### src/rtl/axi_rd_arb2.sv
// rtl/axi_rd_arb2.sv - two-master round-robin AXI read arbiter, one transaction in flight
module axi_rd_arb2 #(
    parameter int ADDR_WIDTH = 64,
    parameter int DATA_WIDTH = 64,
    parameter int ID_WIDTH   = 4,
    localparam int AR_W      = ID_WIDTH + ADDR_WIDTH + 13,
    localparam int R_W       = ID_WIDTH + DATA_WIDTH + 3
) (
    input  logic            clk,
    input  logic            rst_n,

    input  logic [AR_W-1:0] m0_ar,
    input  logic            m0_arvalid,
    output logic            m0_arready,
    output logic [R_W-1:0]  m0_r,
    output logic            m0_rvalid,
    input  logic            m0_rready,

    input  logic [AR_W-1:0] m1_ar,
    input  logic            m1_arvalid,
    output logic            m1_arready,
    output logic [R_W-1:0]  m1_r,
    output logic            m1_rvalid,
    input  logic            m1_rready,

    output logic [AR_W-1:0] s_ar,
    output logic            s_arvalid,
    input  logic            s_arready,
    input  logic [R_W-1:0]  s_r,
    input  logic            s_rvalid,
    output logic            s_rready,

    output logic            grant,
    output logic            busy,
    output logic            len_err
);

    typedef enum logic [1:0] {
        IDLE = 2'd0,
        ADDR = 2'd1,
        DATA = 2'd2
    } state_t;

    state_t     state;
    state_t     state_nxt;

    logic       grant_q;
    logic       last_grant_q;
    logic [7:0] cnt_q;
    logic       len_err_q;

    logic       arb_pick;
    logic       any_req;
    logic       ar_hs;
    logic       r_hs;
    logic       r_last;
    logic [7:0] sel_len;

    // Round-robin pick: on a tie the master that was not served last wins.
    always_comb begin
        any_req  = m0_arvalid | m1_arvalid;
        arb_pick = m1_arvalid & (~m0_arvalid | ~last_grant_q);
    end

    // State register; reset aborts any outstanding transaction.
    always_ff @(posedge clk or negedge rst_n) begin
        if (!rst_n) begin
            state <= IDLE;
        end else begin
            state <= state_nxt;
        end
    end

    // Next-state and channel steering; everything not owned by the granted master is held at 0.
    always_comb begin
        state_nxt  = state;
        s_ar       = '0;
        s_arvalid  = 1'b0;
        s_rready   = 1'b0;
        m0_arready = 1'b0;
        m1_arready = 1'b0;
        m0_r       = '0;
        m0_rvalid  = 1'b0;
        m1_r       = '0;
        m1_rvalid  = 1'b0;
        ar_hs      = 1'b0;
        r_hs       = 1'b0;
        r_last     = 1'b0;
        sel_len    = 8'd0;

        case (state)
            IDLE: begin
                // Arbitration only; no address handshake can happen here.
                if (any_req) begin
                    state_nxt = ADDR;
                end
            end

            ADDR: begin
                if (grant_q) begin
                    s_ar       = m1_ar;
                    s_arvalid  = m1_arvalid;
                    m1_arready = s_arready;
                    ar_hs      = m1_arvalid & s_arready;
                    sel_len    = m1_ar[12:5];
                end else begin
                    s_ar       = m0_ar;
                    s_arvalid  = m0_arvalid;
                    m0_arready = s_arready;
                    ar_hs      = m0_arvalid & s_arready;
                    sel_len    = m0_ar[12:5];
                end
                // A granted master that withdraws arvalid simply parks us here.
                if (ar_hs) begin
                    state_nxt = DATA;
                end
            end

            DATA: begin
                if (grant_q) begin
                    m1_r      = s_r;
                    m1_rvalid = s_rvalid;
                    s_rready  = m1_rready;
                    r_hs      = s_rvalid & m1_rready;
                end else begin
                    m0_r      = s_r;
                    m0_rvalid = s_rvalid;
                    s_rready  = m0_rready;
                    r_hs      = s_rvalid & m0_rready;
                end
                r_last = s_r[0];
                // Only the slave's last flag ends the burst, even if the count disagrees.
                if (r_hs && r_last) begin
                    state_nxt = IDLE;
                end
            end

            default: begin
                state_nxt = IDLE;
            end
        endcase
    end

    // Grant, round-robin history, beat counter and sticky length error.
    always_ff @(posedge clk or negedge rst_n) begin
        if (!rst_n) begin
            grant_q      <= 1'b0;
            last_grant_q <= 1'b1;
            cnt_q        <= 8'd0;
            len_err_q    <= 1'b0;
        end else begin
            if (state == IDLE && any_req) begin
                grant_q <= arb_pick;
            end
            if (ar_hs) begin
                cnt_q <= sel_len;
            end
            if (r_hs) begin
                if (cnt_q != 8'd0) begin
                    cnt_q <= cnt_q - 8'd1;
                end
                if ((r_last && cnt_q != 8'd0) || (!r_last && cnt_q == 8'd0)) begin
                    len_err_q <= 1'b1;
                end
                if (r_last) begin
                    last_grant_q <= grant_q;
                end
            end
        end
    end

    // Status outputs.
    always_comb begin
        grant   = grant_q;
        busy    = (state != IDLE);
        len_err = len_err_q;
    end

endmodule

### config.mk
export PLATFORM = sky130hd
export DESIGN_NAME = axi_rd_arb2
export DESIGN_NICKNAME = d
export VERILOG_FILES = /design/src/rtl/axi_rd_arb2.sv
export SDC_FILE = /design/constraint.sdc
export NUM_CORES = 1
export LEC_CHECK = 0
export CORE_AREA = 2 2 183 185
export DETAILED_ROUTE_END_ITERATION = 8
export DIE_AREA = 0 0 185 187
export HOLD_SLACK_MARGIN = 0.02
export PLACE_DENSITY = 0.46
export SYNTH_ARGS = -nofsm -noshare
export SYNTH_HDL_FRONTEND = slang
export SYNTH_SLANG_ARGS = --single-unit
### constraint.sdc
create_clock -name clk -period 2.2 [get_ports clk]
set_input_delay 0.33 -clock clk [delete_from_list [all_inputs] [get_ports clk]]
set_output_delay 0.33 -clock clk [all_outputs]
set_load 0.005 [all_outputs]
==> flow_summary_export.csv <==
group,metric,value,unit
outcome,run_status,"finished, violations left",
outcome,violations,"setup timing",
clock_network,h-tree-depth,1,
setup_path,start_kind,"flip-flop",
cells_and_area,syn2layout_area_growth,204.5,%
timing,fin_hold_ws,0.4837,ns
placed_design,post-place-ws,-0.06850,ns
cells_and_area,final_area,9320,um^2
cells_and_area,diodes,0,
timing,tns,-0.05043,ns
setup_path,worst_setup_path_end_kind,"output port",
synth,synth_seq_cells,13,
timing,rsz0062_at_grt,"true",
setup_path,critPathRequiredTime,1.87,ns
cells_and_area,drive_gt1_share,8.522,%
power_and_ir_drop,ir_drop,0.3416,mV
clock_network,cts_made_buffers,3,
clock_network,cts_tree,"built",
synth,synthFlopType,"dfrtp_1",
setup_path,path_class,"reg -> out",
cells_and_area,final_core_util,28.36,%
global_routing,grt_pass1_wl,30.55,mm
detailed_routing,drtIter0Drc,192,
synth,ys_warn_count,0,
timing,post-route-min-period,2.223,ns
synth,ys_types,37,
job,max-cap-violations,0,
placed_design,post_dp_cell_area,8376,um^2
synth,syn-cell-area,3060,um^2
timing,finalSetupViolCount,4,
placed_design,hpwl,17.39,mm
detailed_routing,drcViolationCount,0,
timing,skew,0.003123,ns
floorplanning,die_area,34600,um^2
detailed_routing,wirelength,24.39,mm
timing,slew_headroom,55.05,%
global_routing,grt_max_degree,77,
clock_network,path_clk_slew,0.05,ns
timing,layout_setup_ws,-0.02313,ns
clock_network,clock_latency,0.25,ns
placed_design,gp_congestion,0.7902,
floorplanning,core_area,32860,um^2
placed_design,placed_cells_incl_taps,1334,
timing,worst_pin_slew,0.6721,ns
cells_and_area,final_cells,1375,
floorplanning,rows,67,
setup_path,worstPathMaxFanout,30,
detailed_routing,viasPerCell,3.745,
clock_network,cts.path.max_buffers,2,
power_and_ir_drop,leakage,6.152,nW
global_routing,gr-usage-all-layers,11.39,%
global_routing,grt_pass1_vias,5089,
timing,slew_violations,0,
global_routing,gr-total-overflow,0,
power_and_ir_drop,power,7.194,mW
synth,synth.avg_cell_area,6.924,um^2
clock_network,postCtsHoldBufs,0,
cells_and_area,nets,1171,
timing,final.period_utilization,101.1,%
detailed_routing,wl_per_cell,17.74,um
global_routing,antenna_found_initial,1,
timing,fmax,449.8,MHz
detailed_routing,via_count,5149,
synth,synth_cells,442,
timing,finalHoldViolations,0,
clock_network,cts_sinks,13,
placed_design,io_buffers,472,
detailed_routing,ant_nets,0,
floorplanning,fp.dieH,187,um
synth,syn_nets,685,
synth,synth_edf_count,0,
synth,synthArstFlopShare,100.0,%
detailed_routing,firstDrtPassIters,6,
setup_path,worstPathArrival,1.89,ns
floorplanning,start_util,9.313,%
clock_network,root_buffer,"clkbuf_16",
floorplanning,die_x,185,um
synth,seq_area_frac_synth,10.67,%
hold_path,hold_class,"reg -> reg",
floorplanning,top_level_ports,473,
power_and_ir_drop,p_per_area,771.8,nW/um^2
[flip-flops by register name, indices dropped and copies added, names as in the netlist]
name / flops
cnt_q: 8
state: 2
grant: 1
last_grant_q: 1
len_err: 1
[kinds of logic after synthesis]
| kind of cell | share of synthesized area, % |
|---|---|
| and+or+nand+nor | 48.77 |
| DFF | 10.67 |
| xor gates and xnor gates | 0.2862 |
| buffers and inverters | 6.828 |
| muxes | 28.37 |
| adders and majority gates | 0.8175 |
| AOI/OAI and AO/OA | 4.252 |
[layout make-up]
class                   count  area [um^2]
clock buffers               4        78.83
repair buffers            526         5762
flip-flops and latches     13        331.6
inverters                   3        11.26
multi-input cells         381         2576
fillers                  3599        23540
well taps                 448        560.5
[where the power goes]
group	leakage [nW]	switching (mW)	internal, mW	total (mW)
combinational	5.95	2.77	3.51	6.29
sequential	0.160	0.181	0.368	0.549
clock	0.0382	0.113	0.246	0.359
total	6.15	3.07	4.13	7.19
[Yosys cell counts, drive strengths merged (2+ instances only)]
library cell,instances,area (um^2)
a32oi,2,17.52
nor4,3,25.02
clkbuf,24,90.09
o21ai,3,15.01
nand4,6,37.54
or4,2,15.01
buf,21,107.6
nor2,86,322.8
mux2i,83,830.8
nand2b,4,25.02
nand2,8,30.03
and3,77,481.7
dfrtp,12,300.3
inv,3,11.26
mux2,3,37.53
and2,74,462.9
nand3,7,40.04
ha,2,25.02
nand4b,2,17.52
o31a,2,17.52
o211ai,7,52.55
[critical path, stage by stage, from the launching register on]
cell	delay, ns
dfrtp_4	0.56
buf_12	0.22
mux2i_1	0.14
nor2_1	0.16
clkdlybuf4s50_1	0.55
[worst paths after layout]
kind                           from  endpoint  slack [ns]  cells past startpoint
hold / removal              len_err   len_err        0.48                      1
hold reg to reg             len_err   len_err        0.48                      1
setup reg to reg           state[0]  cnt_q[7]        0.10                      8
max in group asynchronous     rst_n     grant        1.21                      1
min in group asynchronous     rst_n  cnt_q[0]        0.49                      1
setup / recovery              grant   s_ar[5]       -0.02                      4
[cell usage in the layout, fill, tap and decap left out, drive strengths merged, types with 2 or more instances in the layout]
master	synthesis	layout
clkdlybuf4s50	0	280
dlymetal6s2s	0	111
nor2	86	86
mux2i	83	83
and3	77	77
and2	74	74
dlygate4sd2	0	54
buf	21	44
clkdlybuf4s15	0	25
clkbuf	24	16
dfrtp	12	12
nand2	8	8
o211ai	7	7
nand3	7	7
nand4	6	6
nand2b	4	4
inv	3	3
nor4	3	3
mux2	3	3
o21ai	3	3
o31a	2	2
or4	2	2
nand4b	2	2
a32oi	2	2
ha	2	2
[routing by layer]
layer / track usage (%) / wire [um] / vias to the layer above
li1: - / - / 2510
met1: 13.27 / 9667 / 2349
met2: 21.20 / 12360 / 271
met3: 2.648 / 2078 / 19
met4: 1.893 / 284 / 0
met5: 0 / 0 / -
[timing repair]
item	in CTS	in global routing
setup buffers	4	16
gates cloned	2	15
setup endpoints to repair	186	125
resized for setup	93	153
pin swaps	3	1
No activity file was read; power rests on OpenSTA's default activity.
